**src/rtl/vend_pkg.sv**
```systemverilog
// vend_pkg: coin codes, FSM state codes and coin value decoding for vend_ctrl
package vend_pkg;

    localparam logic [1:0] COIN_NONE = 2'b00;
    localparam logic [1:0] COIN_1    = 2'b01;
    localparam logic [1:0] COIN_2    = 2'b10;
    localparam logic [1:0] COIN_5    = 2'b11;

    localparam logic [1:0] ST_IDLE    = 2'd0;
    localparam logic [1:0] ST_COLLECT = 2'd1;
    localparam logic [1:0] ST_VEND    = 2'd2;
    localparam logic [1:0] ST_CHANGE  = 2'd3;

    function automatic logic [2:0] coin_value(input logic [1:0] code);
        return code == COIN_5 ? 3'd5 : {1'b0, code};
    endfunction

endpackage

```
**src/rtl/vend_if.sv**
```systemverilog
// vend_if: customer-side signals of vend_ctrl; cancel exists only with VEND_CANCEL_EN
interface vend_if #(parameter int N_PROD = 2);

    localparam int SEL_W = N_PROD > 1 ? $clog2(N_PROD) : 1;

    logic [1:0]       coin_in;
    logic [SEL_W-1:0] sel;
`ifdef VEND_CANCEL_EN
    logic             cancel;
`endif
    logic             soda;
    logic [SEL_W-1:0] soda_id;
    logic [1:0]       coin_out;
    logic             coin_rej;
    logic             busy;

`ifdef VEND_CANCEL_EN
    modport master(output coin_in, sel, cancel, input soda, soda_id, coin_out, coin_rej, busy);
    modport slave(input coin_in, sel, cancel, output soda, soda_id, coin_out, coin_rej, busy);
`else
    modport master(output coin_in, sel, input soda, soda_id, coin_out, coin_rej, busy);
    modport slave(input coin_in, sel, output soda, soda_id, coin_out, coin_rej, busy);
`endif

endinterface

```
**src/rtl/vend_change.sv**
```systemverilog
// vend_change: next change coin and matching remainder decrement, largest coin first
module vend_change
    import vend_pkg::*;
#(
    parameter int CREDIT_W = 5
) (
    input  logic [CREDIT_W-1:0] rem,
    output logic [1:0]          coin,
    output logic [CREDIT_W-1:0] dec
);

    // pay out a 2-unit coin while possible, then the last single unit
    always_comb begin
        coin = 32'(rem) >= 2 ? COIN_2 : rem != '0 ? COIN_1 : COIN_NONE;
        dec  = CREDIT_W'(coin_value(coin));
    end

endmodule

```
**src/rtl/vend_ctrl.sv**
```systemverilog
// vend_ctrl: coin-operated vending controller; optional refund via VEND_CANCEL_EN
module vend_ctrl
    import vend_pkg::*;
#(
    parameter int                          N_PROD   = 2,
    parameter int                          PRICE_W  = 4,
    parameter logic [N_PROD*PRICE_W-1:0]   PRICES   = {4'd4, 4'd3},
    parameter int                          CREDIT_W = 5
) (
    input logic  clk,
    input logic  reset,
    vend_if.slave bus
);

    localparam int SEL_W      = N_PROD > 1 ? $clog2(N_PROD) : 1;
    localparam int CREDIT_MAX = (1 << CREDIT_W) - 1;

    logic [1:0]          state, state_n;
    logic [CREDIT_W-1:0] credit, credit_n, acc, leave_rem, chg_dec;
    logic [SEL_W-1:0]    prod_r, prod_n, sel_n;
    logic                rej_r, rej_n, refused, vend_go, cancel_go, busy_s;
    logic [2:0]          val;
    logic [31:0]         sum;
    logic [1:0]          chg_coin;
    logic [PRICE_W-1:0]  price;
    logic [PRICE_W-1:0]  price_tab [N_PROD];

    for (genvar i = 0; i < N_PROD; i++) begin : g_price
        assign price_tab[i] = PRICES[i*PRICE_W +: PRICE_W];
    end

    vend_change #(.CREDIT_W(CREDIT_W)) u_change (
        .rem  (credit),
        .coin (chg_coin),
        .dec  (chg_dec)
    );

    // next-state decode: accept coins and check price while collecting, settle credit while busy
    always_comb begin
        busy_s    = state == ST_VEND || state == ST_CHANGE;
        val       = coin_value(bus.coin_in);
        sum       = 32'(credit) + 32'(val);
        refused   = sum > CREDIT_MAX;
        acc       = refused ? credit : CREDIT_W'(sum);
        sel_n     = 32'(bus.sel) >= N_PROD ? '0 : bus.sel;
        price     = price_tab[sel_n];
        vend_go   = 32'(acc) >= 32'(price);
`ifdef VEND_CANCEL_EN
        cancel_go = state == ST_COLLECT && bus.cancel;
`else
        cancel_go = 1'b0;
`endif
        leave_rem = credit - CREDIT_W'(price_tab[prod_r]);
        credit_n  = state == ST_VEND ? leave_rem : state == ST_CHANGE ? credit - chg_dec : acc;
        state_n   = busy_s ? (credit_n != '0 ? ST_CHANGE : ST_IDLE)
                  : vend_go ? ST_VEND
                  : acc == '0 ? ST_IDLE
                  : cancel_go ? ST_CHANGE : ST_COLLECT;
        prod_n    = !busy_s && vend_go ? sel_n : prod_r;
        rej_n     = !busy_s && refused;
    end

    // state registers; reset discards credit and any pending change
    always_ff @(posedge clk) begin
        if (reset) begin
            state  <= ST_IDLE;
            credit <= '0;
            prod_r <= '0;
            rej_r  <= 1'b0;
        end else begin
            state  <= state_n;
            credit <= credit_n;
            prod_r <= prod_n;
            rej_r  <= rej_n;
        end
    end

    assign bus.soda     = state == ST_VEND;
    assign bus.soda_id  = state == ST_VEND ? prod_r : '0;
    assign bus.coin_out = state == ST_CHANGE ? chg_coin : COIN_NONE;
    assign bus.coin_rej = rej_r;
    assign bus.busy     = busy_s;

endmodule

```
**src/flat_wrapper.sv**
```systemverilog
// flat-port wrapper written by rule: the top's interface ports become plain ports
module vend_ctrl_flat import vend_pkg::*;
#(
    parameter int                          N_PROD   = 2,
    parameter int                          PRICE_W  = 4,
    parameter logic [N_PROD*PRICE_W-1:0]   PRICES   = {4'd4, 4'd3},
    parameter int                          CREDIT_W = 5
)
  (clk, reset, bus_coin_in, bus_sel, bus_soda, bus_soda_id, bus_coin_out, bus_coin_rej, bus_busy);
  vend_if #(.N_PROD(N_PROD)) bus_i ();
  input logic clk;
  input logic reset;
  input wire logic [$bits(bus_i.coin_in)-1:0] bus_coin_in;
  input wire logic [$bits(bus_i.sel)-1:0] bus_sel;
  output wire logic [$bits(bus_i.soda)-1:0] bus_soda;
  output wire logic [$bits(bus_i.soda_id)-1:0] bus_soda_id;
  output wire logic [$bits(bus_i.coin_out)-1:0] bus_coin_out;
  output wire logic [$bits(bus_i.coin_rej)-1:0] bus_coin_rej;
  output wire logic [$bits(bus_i.busy)-1:0] bus_busy;
  assign bus_i.coin_in = bus_coin_in;
  assign bus_i.sel = bus_sel;
  assign bus_soda = bus_i.soda;
  assign bus_soda_id = bus_i.soda_id;
  assign bus_coin_out = bus_i.coin_out;
  assign bus_coin_rej = bus_i.coin_rej;
  assign bus_busy = bus_i.busy;
  vend_ctrl #(.N_PROD(N_PROD), .PRICE_W(PRICE_W), .PRICES(PRICES), .CREDIT_W(CREDIT_W)) u_core (.clk(clk), .reset(reset), .bus(bus_i));
endmodule
```
**config.mk**
```make
export PLATFORM = sky130hd
export DESIGN_NAME = vend_ctrl_flat
export DESIGN_NICKNAME = d
export VERILOG_FILES = /design/src/rtl/vend_pkg.sv /design/src/rtl/vend_if.sv /design/src/rtl/vend_change.sv /design/src/rtl/vend_ctrl.sv /design/src/flat_wrapper.sv
export SDC_FILE = /design/constraint.sdc
export NUM_CORES = 1
export LEC_CHECK = 0
export ABC_AREA = 1
export CAP_MARGIN = 20
export CORE_MARGIN = 2
export CORE_UTILIZATION = 30
export CTS_CLUSTER_DIAMETER = 100
export CTS_CLUSTER_SIZE = 30
export DETAILED_ROUTE_END_ITERATION = 10
export GPL_TIMING_DRIVEN = 0
export PLACE_DENSITY_LB_ADDON = 0.05
export SLEW_MARGIN = 20
export SYNTH_ARGS = -nofsm -noshare
export SYNTH_HDL_FRONTEND = slang
export SYNTH_SLANG_ARGS = --single-unit
```
**constraint.sdc**
```tcl
create_clock -name clk -period 6.39 [get_ports clk]
set_input_delay 1.278 -clock clk [delete_from_list [all_inputs] [get_ports clk]]
set_output_delay 1.278 -clock clk [all_outputs]
set_load 0.02 [all_outputs]
```
==> reports/qor.csv <==
stage,metric,value,unit
drt,drt-total-wl,2490,um
yosys,netlist.area_leader.share,0.176,
sta,rsz0062_at_grt,false,
sta,setup_slack,2680,ps
global_routing,grt_pass1_wl,4360,um
sta,setup_viol,0,
yosys,seq_area_frac_synth,0.176,
global_routing,grt.total_usage,0.140,
cells_and_area,design_area,1200,um2
yosys,synth_area_per_cell,6.19,um2
worst_setup_path,r2r_end,u_core.state[0]$_SDFF_PP0_,
cells_and_area,area_growth_syn_to_layout,17.2,%
sta,fmax,0.269,GHz
cts,cts.hold.buffers_added,0,
die,num_rows,21,
job,max_cap_viol_count,0,
yosys,yosysUniqueCellTypes,22,
worst_setup_path,rrSetupSlack,3350,ps
power,leakage,0.625,nW
cts,cts_max_level,1,
yosys,syn_inst,165,
sta,fin_crit_sh,0.581,
drt,drt_pass1_iterations,4,
yosys,synth_commonest_cells,"nand2_1 (41), inv_1 (31), nand3_1 (22)",
placement,placed_area,1170,um2
cts,postCtsSetupBuffers,0,
global_routing,grt_start_max_net_pins,9,
cells_and_area,fillers,393,
worst_hold_path,min_path_type,register to register,
yosys,synth_most_common_cell,nand2_1,
yosys,ys_warn_count,0,
drt,vias_per_cell,4.63,
cts,path_clk_slew,70,ps
cells_and_area,drive_gt1_frac,0.0730,
power,p_per_area,422,nW/um2
cts,clk_latency,260,ps
sta,slew_headroom,0.390,
cts,cts_tree,done,
yosys,syn-num-nets,185,
worst_setup_path,worstPathRequired,5110,ps
drt,drt_iter0_drc,46,
global_routing,grt_pass1_vias,991,
yosys,synth_top_area_cell,dfxtp_1,
cts,post_cts_resized,0,
die,die_h,62.3,um
worst_setup_path,reg2reg_depth,14,
cts,cts_buffers,3,
sta,final-max-slew-violation-count,0,
die,io_pins,11,
yosys,async_flop_share,0,
die,dieArea,3890,um2
global_routing,grt_overflow,0,
drt,drcViolationCount,0,
placement,dp_hpwl,2110,um
worst_setup_path,path_max_fanout,8,
power,power,0.505,mW
worst_setup_path,cp-end-kind,primary output,
drt,wl_per_cell,11.1,um
worst_setup_path,r2r_start,u_core.credit[4]$_SDFF_PP0_,
sta,tns,0,ps
die,core_area,3310,um2
worst_hold_path,holdPathEnd,u_core.bus.coin_rej$_SDFF_PP0_,
run_status,outcome,"finished, final reports clean",
drt,drtAntennaViolNets,0,
cells_and_area,final_util,0.361,
cts,root_buffer,clkbuf_4,
drt,vias,1037,
cells_and_area,diodes,0,
yosys,synth.area.top_cells,"dfxtp_1 (18%), nand2_1 (15%), ha_1 (15%), inv_1 (11%), nand3_1 (11%)",
sta,finalHoldViolCount,0,
yosys,synth_edf_count,0,
worst_hold_path,min-delay-start,u_core.state[1]$_SDFF_PP0_,
die,die_w,62.3,um
worst_setup_path,critPathArrivalTime,2440,ps
die,start_util,0.308,
sta,finalCriticalPeriod,3710,ps
global_routing,antenna_found_initial,0,
placement,place.gp.congestion,0.798,
worst_hold_path,hold_depth,1,
yosys,ys.flop_type,dfxtp_1,
sta,worstMarginPinSlew,907,ps
power,ir_drop,0.000181,V
worst_setup_path,crit_type,register to primary output,
yosys,syn_area,1020,um2
cells_and_area,fin_nets,199,
worst_setup_path,worst_setup_path_start_kind,register,
cts,clock_tree.buffer_depth,2,
yosys,ys_ff_latch,9,
placement,place_ws,2430,ps
sta,clock_skew,11.9,ps
placement,portBuffers,9,
cts,numClockSinks,9,
## state kept, by name, summed over array words and instances, names as in the netlist
| signal | count |
|---|---|
| u_core.bus.coin_rej | 1 |
| u_core.credit | 5 |
| u_core.prod_r | 1 |
| u_core.state | 2 |
## report_power, final
| part | total [mW] | switching [mW] | internal [mW] | leakage (nW) |
|---|---|---|---|---|
| logic | 0.358 | 0.217 | 0.140 | 0.533 |
| clock network | 0.0438 | 0.0207 | 0.0230 | 0.0177 |
| registers | 0.104 | 0.0288 | 0.0750 | 0.0744 |
| total | 0.505 | 0.267 | 0.238 | 0.625 |
## worst max-delay path, stage by stage, from the launching register on
cell and delay (ps):
dfxtp_1 300, buf_2 160, nor4_1 790, inv_1 130, nor3_1 160, clkdlybuf4s50_1 630
## final cells by class
type	instances	area (um2)	area share
sequential	9	180	0.151
inverter	33	124	0.104
clock inverter	1	5.00	0.00418
multi-input combinational	120	699	0.585
timing repair buffer	9	90.1	0.0753
buffer	3	17.5	0.0146
clock buffer	3	22.5	0.0188
tap	46	57.6	0.0481
## logic make-up after synthesis
family | after synthesis | share of synthesized area
simple gates | 88 | 0.377
other cells | 1 | 0.00367
flops | 9 | 0.176
fa+ha+maj | 15 | 0.206
compound gates | 16 | 0.0980
buf+inv | 36 | 0.138
## how the worst max path moves through the flow
stage | startpoint | end | slack, ps | cells past startpoint
5_1_grt | bus_coin_in[0] | u_core.state[0]$_SDFF_PP0_ | 2410 | 19
6_report | u_core.credit[4]$_SDFF_PP0_ | bus_coin_out[0] | 2680 | 5
4_1_cts | u_core.credit[4]$_SDFF_PP0_ | bus_coin_out[0] | 2630 | 5
3_3_place_gp | bus_coin_in[0] | u_core.prod_r$_SDFFE_PP0P_ | 2460 | 19
3_5_place_dp | bus_coin_in[0] | u_core.prod_r$_SDFFE_PP0P_ | 2430 | 19
2_1_floorplan | bus_coin_in[0] | u_core.prod_r$_SDFFE_PP0P_ | 3290 | 18
## layout by cell type (no fill, tap or decap)
cell type	instances
nand2_2	3
nor4_1	1
clkinv_2	1
inv_2	2
ha_1	12
o21ai_0	3
a31oi_1	1
o22ai_2	2
inv_1	31
fa_1	3
a21oi_1	9
dfxtp_1	9
nand3_1	22
nor3_1	2
a22o_1	1
clkbuf_4	3
clkdlybuf4s50_1	9
buf_2	1
buf_1	1
nand4_1	3
dlygate4sd1_1	1
conb_1	1
nor2_1	15
nor2_4	1
nand2_1	41
## stage by stage
step           hold WS, ps  cells
6_report               595    224
5_1_grt                649    224
4_1_cts                613    224
3_5_place_dp           615    220
3_3_place_gp           597    220
2_1_floorplan          533    165
## per-layer routing
layer / global-route usage / vias up / routed length, um
li1: - / 553 / -
met1: 0.187 / 459 / 1210
met2: 0.242 / 23 / 1160
met3: 0.0181 / 2 / 110
met4: 0.0333 / 0 / 10
met5: 0 / - / 0
(Power assumes the default switching activity.)
